$ cat src/rtl/alu_pp_44.sv
// 8-bit, 8-function datapath ALU with carry in/out and an enable qualifier.
// Result and carry are registered; one operation per clock, latency 1.
module alu_pp_44 (
  input  logic       clk,
  input  logic       rst,
  input  logic [7:0] Ain,
  input  logic [7:0] Bin,
  input  logic       Carryin,
  input  logic [2:0] op,
  input  logic       alu_enabled,
  output logic       Carryout,
  output logic [7:0] alu_out
);

  typedef enum logic [2:0] {
    OP_ADC = 3'd0,
    OP_SBC = 3'd1,
    OP_AND = 3'd2,
    OP_OR  = 3'd3,
    OP_XOR = 3'd4,
    OP_SHL = 3'd5,
    OP_SHR = 3'd6,
    OP_INC = 3'd7
  } alu_op_e;

  logic [8:0] w_next;
  logic [8:0] w_a9;
  logic [8:0] w_b9;
  logic [8:0] w_nb9;
  logic [8:0] w_c9;
  logic [7:0] r_out;
  logic       r_carry;

  assign w_a9  = {1'b0, Ain};
  assign w_b9  = {1'b0, Bin};
  assign w_nb9 = {1'b0, ~Bin};
  assign w_c9  = {8'd0, Carryin};

  // {carry, result} packed so the 9th bit of every sum lands in the carry flag
  always_comb begin
    w_next = 9'd0;
    case (alu_op_e'(op))
      OP_ADC:  w_next = w_a9 + w_b9 + w_c9;
      OP_SBC:  w_next = w_a9 + w_nb9 + w_c9;
      OP_AND:  w_next = {1'b0, Ain & Bin};
      OP_OR:   w_next = {1'b0, Ain | Bin};
      OP_XOR:  w_next = {1'b0, Ain ^ Bin};
      OP_SHL:  w_next = {Ain[7], Ain[6:0], Carryin};
      OP_SHR:  w_next = {Ain[0], Carryin, Ain[7:1]};
      OP_INC:  w_next = w_a9 + 9'd1;
      default: w_next = 9'd0;
    endcase
  end

  always_ff @(posedge clk) begin
    if (rst) begin
      r_out   <= 8'h00;
      r_carry <= 1'b0;
    end else if (alu_enabled) begin
      r_out   <= w_next[7:0];
      r_carry <= w_next[8];
    end
  end

  assign alu_out  = r_out;
  assign Carryout = r_carry;

endmodule

$ cat config.mk
export PLATFORM = sky130hd
export DESIGN_NAME = alu_pp_44
export DESIGN_NICKNAME = d
export VERILOG_FILES = /design/src/rtl/alu_pp_44.sv
export SDC_FILE = /design/constraint.sdc
export NUM_CORES = 1
export LEC_CHECK = 0
export ABC_AREA = 1
export BUFFER_PORTS_ARGS = -buffer_cell sky130_fd_sc_hd__buf_2
export CAP_MARGIN = 20
export CORE_UTILIZATION = 45
export CTS_CLUSTER_SIZE = 30
export DETAILED_ROUTE_END_ITERATION = 8
export PLACE_DENSITY_LB_ADDON = 0.25
export RECOVER_POWER = 50
export SYNTH_ARGS = -nofsm -noshare
export SYNTH_HDL_FRONTEND = slang
export SYNTH_SLANG_ARGS = --single-unit
$ cat constraint.sdc
create_clock -name clk -period 2.05 [get_ports clk]
set_input_delay 0.3075 -clock clk [delete_from_list [all_inputs] [get_ports clk]]
set_output_delay 0.3075 -clock clk [all_outputs]
set_load 0.005 [all_outputs]
==> impl_metrics.ini, run 1 <==
[sta]
final_max_slew_viol_count = 0
fmax_mhz = 521
worstMarginPinSlew_ps = 377
hold_viol = 0
min_period_ps = 1920
fin_skew_ps = 0
rsz0062_at_grt = no
maxSlewHeadroom_pct = 74.8
setup_viol = 0
period_share_pct = 93.7

[drt]
first_pass_iters = 5
vias_per_cell = 5.37
drc = 0
dr_total_vias = 2293
ant_nets = 0
first_iter_violations = 186
wl_um = 5490
wire_per_inst_um = 12.8

[final_layout]
finish.utilization_pct = 55.9
design_area_sq_um = 2240
multi_input_area_sq_um = 1460
nFillCells = 427
drive_gt1_share_pct = 14.3
seq_area_sq_um = 180
areaGrowthSynthToFinish_pct = 18.8
final_net_count = 429
num_antenna_cells = 0

[synth]
async_reset_ff_share_pct = 0
synth_area_leaders = nand2_1 (17%), ha_1 (16%), nand3_1 (11%), inv_1 (9.8%), dfxtp_1 (9.6%)
synth.ff_latch_count = 9
yosys.area.top_type_share_pct = 16.6
syn-cell-area_sq_um = 1880
ys_seq_area_share_pct = 9.57
synth.largest_area_cell = nand2_1
synthDistinctLibCells = 29
syn_area_per_cell_sq_um = 5.67
synth_edf_count = 0
synth.yosys.warnings = 0
syn_inst = 332
synth_common_cells = nand2_1 (83), inv_1 (49), nor2_1 (43)
postSynthNetCount = 383
ys.flop_type = dfxtp_1
yosysMostFrequentCell = nand2_1

[outcome]
status = complete, no violations

[clock_tree]
postCtsSetupRepairBufs = 0
clkSlewWorstSetupHoldPaths_ps = 40
root_buffer = clkbuf_8
worstSkewPairLatency_ps = 230
cts-buffers-inserted = 3
cts.sinks = 9
cts_tree = done
hold_buffers = 0
htreeDepth = 1
clockBufferDepth = 2

[setup_path]
cp_data_arrival_time_ps = 2030
cp-end-kind = flip-flop
worst-endpoint-required_ps = 2160
criticalPathCategory = in2reg
reg2reg_depth = 2
crit_path_start_kind = input port
crit_fanout = 4

[grt]
grt-ovfl-total = 0
first_global_vias = 2033
grtUsageTotal_pct = 26.6
grt_pass1_wl_um = 9140
grt_max_degree = 17
antenna_found_initial = 0

[floorplanning]
initial_core_util_pct = 47.0
pin_count = 32
chipHeight_um = 66.7
die-area_sq_um = 4440
die_w_um = 66.7
core_area_sq_um = 4000
num_rows = 23

[power_and_ir_drop]
irDropWorstVdd_mv = 0.203
leakage_nw = 1.22
powerDensity_nw_per_um2 = 383

[hold_path]
holdPathStages = 2
worstHoldPathType = in2reg

[placement]
placed_area_sq_um = 2190
routabilityCongestion = 1.01
portBuffers = 31
place.detailed.hpwl_um = 4450

[run]
maxCapViolations = 0
## cells by family after synthesis
family                     Yosys count  share of synthesized area, %
AOI/OAI and AO/OA                   45                          13.4
xor gates and xnor gates             1                         0.466
adders and majority gates           28                          20.2
buffers and inverters               61                          13.3
DFF                                  9                          9.57
and+or+nand+nor                    188                          43.0
## power by group
part	switching (W)	total [W]	internal (W)
Combinational	0.000279	0.000458	0.000179
Sequential	0.00000621	0.000196	0.000190
Clock	0.0000673	0.000203	0.000135
Total	0.000353	0.000857	0.000504
## critical path: stages
cell     delay [ps]
buf_2            80
inv_1            60
fa_1            480
fa_1            440
o21ai_2         190
nand3_1         130
nand2_1          80
nand2_1          50
nand3_1          60
nand2_1          50
nand2_1          60
a21oi_1          50
## layout make-up
cell class,instances,area share [%]
multi-input cells,262,65.1
well taps,50,2.80
repair buffers,52,13.7
clock buffers,4,2.01
inverters,50,8.39
flip-flops and latches,9,8.06
## flip-flops by register name, summed over array words and instances, names as in the netlist
signal    cells
alu_out       8
Carryout      1
## through the flow
step	TNS, ps	setup WS [ps]	hold WS, ps	cells	power [W]
4_1_cts	0	48.8	305	427	0.000858
3_5_place_dp	-412	-194	457	423	0.000649
2_1_floorplan	0	38.4	377	332	0.000484
3_3_place_gp	-278	-138	452	423	0.000645
6_report	0	129	310	427	0.000857
5_1_grt	0	4.43	319	427	0.000939
## per-layer routing
metal  vias to the layer above  wire [um]  global-route usage [%]
met2                        99       2450                    41.8
li1                       1167          -                       -
met3                        12        411                    3.94
met1                      1015       2480                    36.7
met4                         0        148                    8.78
met5                         -          0                       0
## path summary, 6_finish.rpt
path | startpoint | endpoint | slack, ps
max | Ain[0] | alu_out[6] | 130
min | rst | Carryout | 310
max reg2reg | alu_out[5] | alu_out[5] | 1420
min reg2reg | alu_out[4] | alu_out[4] | 470
## layout by cell type (no fill, tap or decap), types with 11 or more instances in the layout
cell type | netlist | layout
nor2_1 | 43 | 43
o21ai_0 | 16 | 16
a21oi_1 | 16 | 16
nand2_1 | 83 | 83
buf_4 | 4 | 21
nand3_1 | 41 | 41
buf_2 | 5 | 25
nand4_1 | 11 | 11
inv_1 | 49 | 49
ha_1 | 24 | 24
## what timing repair did
action / 4_1_cts / 5_1_grt
gates resized for setup: 0 / 1
hold endpoints to repair: 0 / 0
setup endpoints to repair: 0 / 3
No activity file was read; power rests on OpenSTA's default activity.
==> inputs of run 2 (changes only) <==
CORE_UTILIZATION = 28   (was 45)
SLEW_MARGIN = 20   (was unset)
==> impl_metrics.ini, run 2 (synthesized netlist as in run 1, its figures left out) <==
[outcome]
status = finished with violations
violations = DRC

[final_layout]
design_area_sq_um = 2300
layout_commonest_cell = nand2_1
final_cell_mix = nand2_1 (83), inv_1 (49), nor2_1 (43)
drive_gt1_share_pct = 16.1
num_antenna_cells = 0
final_net_count = 431
areaGrowthSynthToFinish_pct = 22.2
largest_reg_flops = 8

[setup_path]
path_cells = buf_2 -> inv_1 -> fa_1 -> fa_2 -> xnor2_1 -> nor2_1 -> a211oi_1 -> nand4_1 -> nand2_1 -> inv_1
cp-end-kind = flip-flop
cp_common_cell = inv_1
criticalPathCategory = in2reg
slowest_stage = fa_1
worst-endpoint-required_ps = 2180
crit_fanout = 2
crit_path_start_kind = input port
cp_data_arrival_time_ps = 1970
path_buf_inv = 3
cp_top_family = adder cells
reg2reg_depth = 2
slowest_delay_ps = 480
crit_cells = 10

[placement]
placed_area_sq_um = 2240
portBuffers = 31
place.detailed.hpwl_um = 4840
routabilityCongestion = 0.889

[drt]
ant_nets = 0
wire_per_inst_um = 13.0
vias_per_cell = 4.99
first_pass_iters = 6
first_iter_violations = 223
dr_total_vias = 2274
drc = 2
wl_um = 5920

[floorplanning]
die-area_sq_um = 7050
initial_core_util_pct = 29.3
chipHeight_um = 84.0
die_w_um = 84.0
num_rows = 29
pin_count = 32
core_area_sq_um = 6420

[grt]
grtUsageTotal_pct = 17.3
antenna_found_initial = 0
grt_max_degree = 17
grt_pass1_wl_um = 10000
first_global_vias = 2149
grt-ovfl-total = 0

[clock_tree]
root_buffer = clkbuf_8
cts-buffers-inserted = 3
cts_tree = done
cts.sinks = 9
htreeDepth = 1
clockBufferDepth = 2
worstSkewPairLatency_ps = 230
clkSlewWorstSetupHoldPaths_ps = 40

[sta]
maxSlewHeadroom_pct = 75.2
min_period_ps = 1840
final_max_slew_viol_count = 0
period_share_pct = 89.7
setup_viol = 0
whs_ps = 316
fin_skew_ps = 0
worstMarginPinSlew_ps = 371
fmax_mhz = 544
rsz0062_at_grt = no
hold_viol = 0

[power_and_ir_drop]
leakage_nw = 1.24
irDropWorstVdd_mv = 0.168
powerDensity_nw_per_um2 = 377

[hold_path]
worstHoldPathType = in2reg
holdPathStages = 2

[run]
maxCapViolations = 0
-- run 2: cell types whose count changed in the layout (fill, tap and decap cells not counted) --
| cell | before | now |
|---|---|---|
| buf_4 | 21 | 23 |
| clkbuf_1 | 7 | 3 |
| o21ai_2 | 1 | 0 |
| fa_1 | 4 | 3 |
| o21ai_4 | 0 | 1 |
| buf_2 | 25 | 29 |
| fa_2 | 0 | 1 |
-- run 2: worst reg2reg max path, cell delays in order, from the launching register on --
cell and delay, ps:
dfxtp_1 300, o21ai_0 170, a41oi_1 70
-- run 2: what timing repair did --
| item | 4_1_cts | 5_1_grt |
|---|---|---|
| buffers inserted | 0 | 0 |
| hold buffers | 0 | 0 |
| setup endpoints to repair | 0 | 3 |
| gates resized for setup | 0 | 3 |
-- run 2: layout make-up --
| class | instances | area [sq um] |
|---|---|---|
| Fill cell | 721 | 4120 |
| Clock buffer | 4 | 45.0 |
| Sequential cell | 9 | 180 |
| Timing Repair Buffer | 54 | 325 |
| Multi-Input combinational cell | 262 | 1470 |
| Inverter | 50 | 188 |
| Tap cell | 77 | 96.3 |
-- run 2: where the power goes --
group / leakage (nW) / switching (W) / total [W] / internal (W)
clock network: 0.0228 / 0.0000669 / 0.000202 / 0.000135
logic: 1.14 / 0.000284 / 0.000469 / 0.000185
registers: 0.0744 / 0.00000671 / 0.000197 / 0.000190
total: 1.24 / 0.000357 / 0.000868 / 0.000510
-- run 2: worst paths after layout --
kind	end	slack (ps)	startpoint
worst max-delay path	alu_out[2]	210	Ain[0]
worst max register to register	alu_out[1]	1370	alu_out[1]
worst min register to register	Carryout	470	Carryout
worst min-delay path	alu_out[0]	320	rst
-- run 2: per-stage QoR --
step	cells	setup WS [ps]	total power (W)	utilization [%]	TNS (ps)
after floorplan	332	38.4	0.000484	-	0
after global placement	452	-193	0.000659	34.9	-450
after detailed placement	452	-187	0.000659	34.9	-458
after CTS	456	52.1	0.000868	35.6	0
after global routing	456	33.0	0.000951	35.8	0
final	456	211	0.000868	35.8	0
-- run 2: routing by layer --
| layer | global-route usage, % | share of wire (%) | vias up |
|---|---|---|---|
| met3 | 2.37 | 5.2 | 21 |
| met2 | 28.8 | 46 | 73 |
| li1 | - | - | 1167 |
| met1 | 22.2 | 45 | 1013 |
| met4 | 7.68 | 4.4 | 0 |
| met5 | 0 | 0 | - |
==> inputs of run 3 (changes only) <==
PLACE_DENSITY = 0.45   (was unset)
PLACE_DENSITY_LB_ADDON = unset   (was 0.25)
==> impl_metrics.ini, run 3 (synthesized netlist as in run 1, its figures left out) <==
[final_layout]
layout_commonest_cell = nand2_1
areaGrowthSynthToFinish_pct = 23.3
design_area_sq_um = 2320
num_antenna_cells = 0
finish.utilization_pct = 36.1
largest_reg_flops = 8
drive_gt1_share_pct = 16.7
final_cell_mix = nand2_1 (83), inv_1 (49), nor2_1 (43)
final_net_count = 435

[grt]
grt-ovfl-total = 0
grt_max_degree = 17
grt_pass1_wl_um = 10200
first_global_vias = 2158
antenna_found_initial = 0
grtUsageTotal_pct = 18.1

[drt]
drc = 3
wl_um = 6160
wire_per_inst_um = 13.4
vias_per_cell = 4.97
first_iter_violations = 186
ant_nets = 0
first_pass_iters = 7
dr_total_vias = 2286

[sta]
worstMarginPinSlew_ps = 373
min_period_ps = 1850
hold_viol = 0
period_share_pct = 90.4
setup_viol = 0
fmax_mhz = 539
final_max_slew_viol_count = 0
maxSlewHeadroom_pct = 75.1
rsz0062_at_grt = no
fin_skew_ps = 0

[setup_path]
cp-startpoint = Ain[0]
cp_data_arrival_time_ps = 1960
crit_path_start_kind = input port
cp-end-kind = flip-flop
crit_fanout = 4
criticalPathCategory = in2reg
r2r-start = alu_out[1]
worst-endpoint-required_ps = 2160

[outcome]
violations = DRC
status = finished with violations

[hold_path]
worstHoldPathType = in2reg
worstHoldStart = rst

[clock_tree]
cts-buffers-inserted = 3
cts.sinks = 9
worstSkewPairLatency_ps = 230
cts_tree = done
root_buffer = clkbuf_8
clockBufferDepth = 2
postCtsSetupRepairBufs = 0
clkSlewWorstSetupHoldPaths_ps = 50
htreeDepth = 1

[placement]
routabilityCongestion = 0.867
place.detailed.hpwl_um = 5110
portBuffers = 31
placed_area_sq_um = 2270

[power_and_ir_drop]
irDropWorstVdd_mv = 0.178
leakage_nw = 1.26
powerDensity_nw_per_um2 = 381

[floorplanning]
die-area_sq_um = 7050
die_w_um = 84.0
num_rows = 29
initial_core_util_pct = 29.3
core_area_sq_um = 6420
pin_count = 32
chipHeight_um = 84.0

[run]
maxCapViolations = 0
run 3: cell types whose count changed in the layout (fill, tap and decap cells not counted):
cell      previous run  this run
buf_2               29        28
o21ai_2              0         1
buf_4               23        27
clkbuf_1             3         4
o21ai_4              1         0
run 3: cell type report:
class,instances,area [sq um]
Sequential cell,9,180
Fill cell,744,4100
Inverter,50,188
Timing Repair Buffer,58,354
Clock buffer,4,45.0
Multi-Input combinational cell,262,1460
Tap cell,77,96.3
run 3: where the power goes:
part / internal, W / leakage [nW] / switching [W]
registers: 0.000190 / 0.0744 / 0.00000597
clock network: 0.000135 / 0.0228 / 0.0000692
logic: 0.000194 / 1.16 / 0.000289
total: 0.000519 / 1.26 / 0.000364
run 3: worst paths after layout:
check | depth (start not counted) | endpoint | slack [ps]
min | 2 | Carryout | 320
max reg2reg | 2 | alu_out[1] | 1400
min reg2reg | 2 | alu_out[4] | 460
max | 12 | alu_out[6] | 200
run 3: worst max-delay path, cell delays in order:
cell and delay [ps]:
buf_2 90, inv_1 60, fa_1 470, fa_2 380, o21ai_2 200, nand3_1 120
nand2_1 80, nand2_1 40, nand3_1 60, nand2_1 50, nand2_1 60, a21oi_1 50
run 3: layer usage:
metal | GRT usage, % | part of all wire (%) | vias up
met5 | 0 | 0 | -
met4 | 5.64 | 2.9 | 0
met3 | 2.87 | 4.4 | 12
met2 | 30.5 | 45 | 64
met1 | 23.6 | 48 | 1032
li1 | - | - | 1178
run 3: through the flow:
| stage | TNS, ps | total power [W] | cells | setup slack, ps | hold slack [ps] |
|---|---|---|---|---|---|
| finish | 0 | 0.000884 | 460 | 196 | 319 |
| global route | 0 | 0.000966 | 460 | 54.1 | 332 |
| CTS | 0 | 0.000888 | 460 | 21.9 | 317 |
| detailed placement | -502 | 0.000677 | 456 | -213 | 459 |
| global placement | -484 | 0.000680 | 456 | -212 | 456 |
| floorplan | 0 | 0.000484 | 332 | 38.4 | 377 |
run 3: what timing repair did:
| item | 4_1_cts | 5_1_grt |
|---|---|---|
| resized for setup | 0 | 2 |
| setup endpoints to repair | 0 | 3 |
| hold buffers | 0 | 0 |
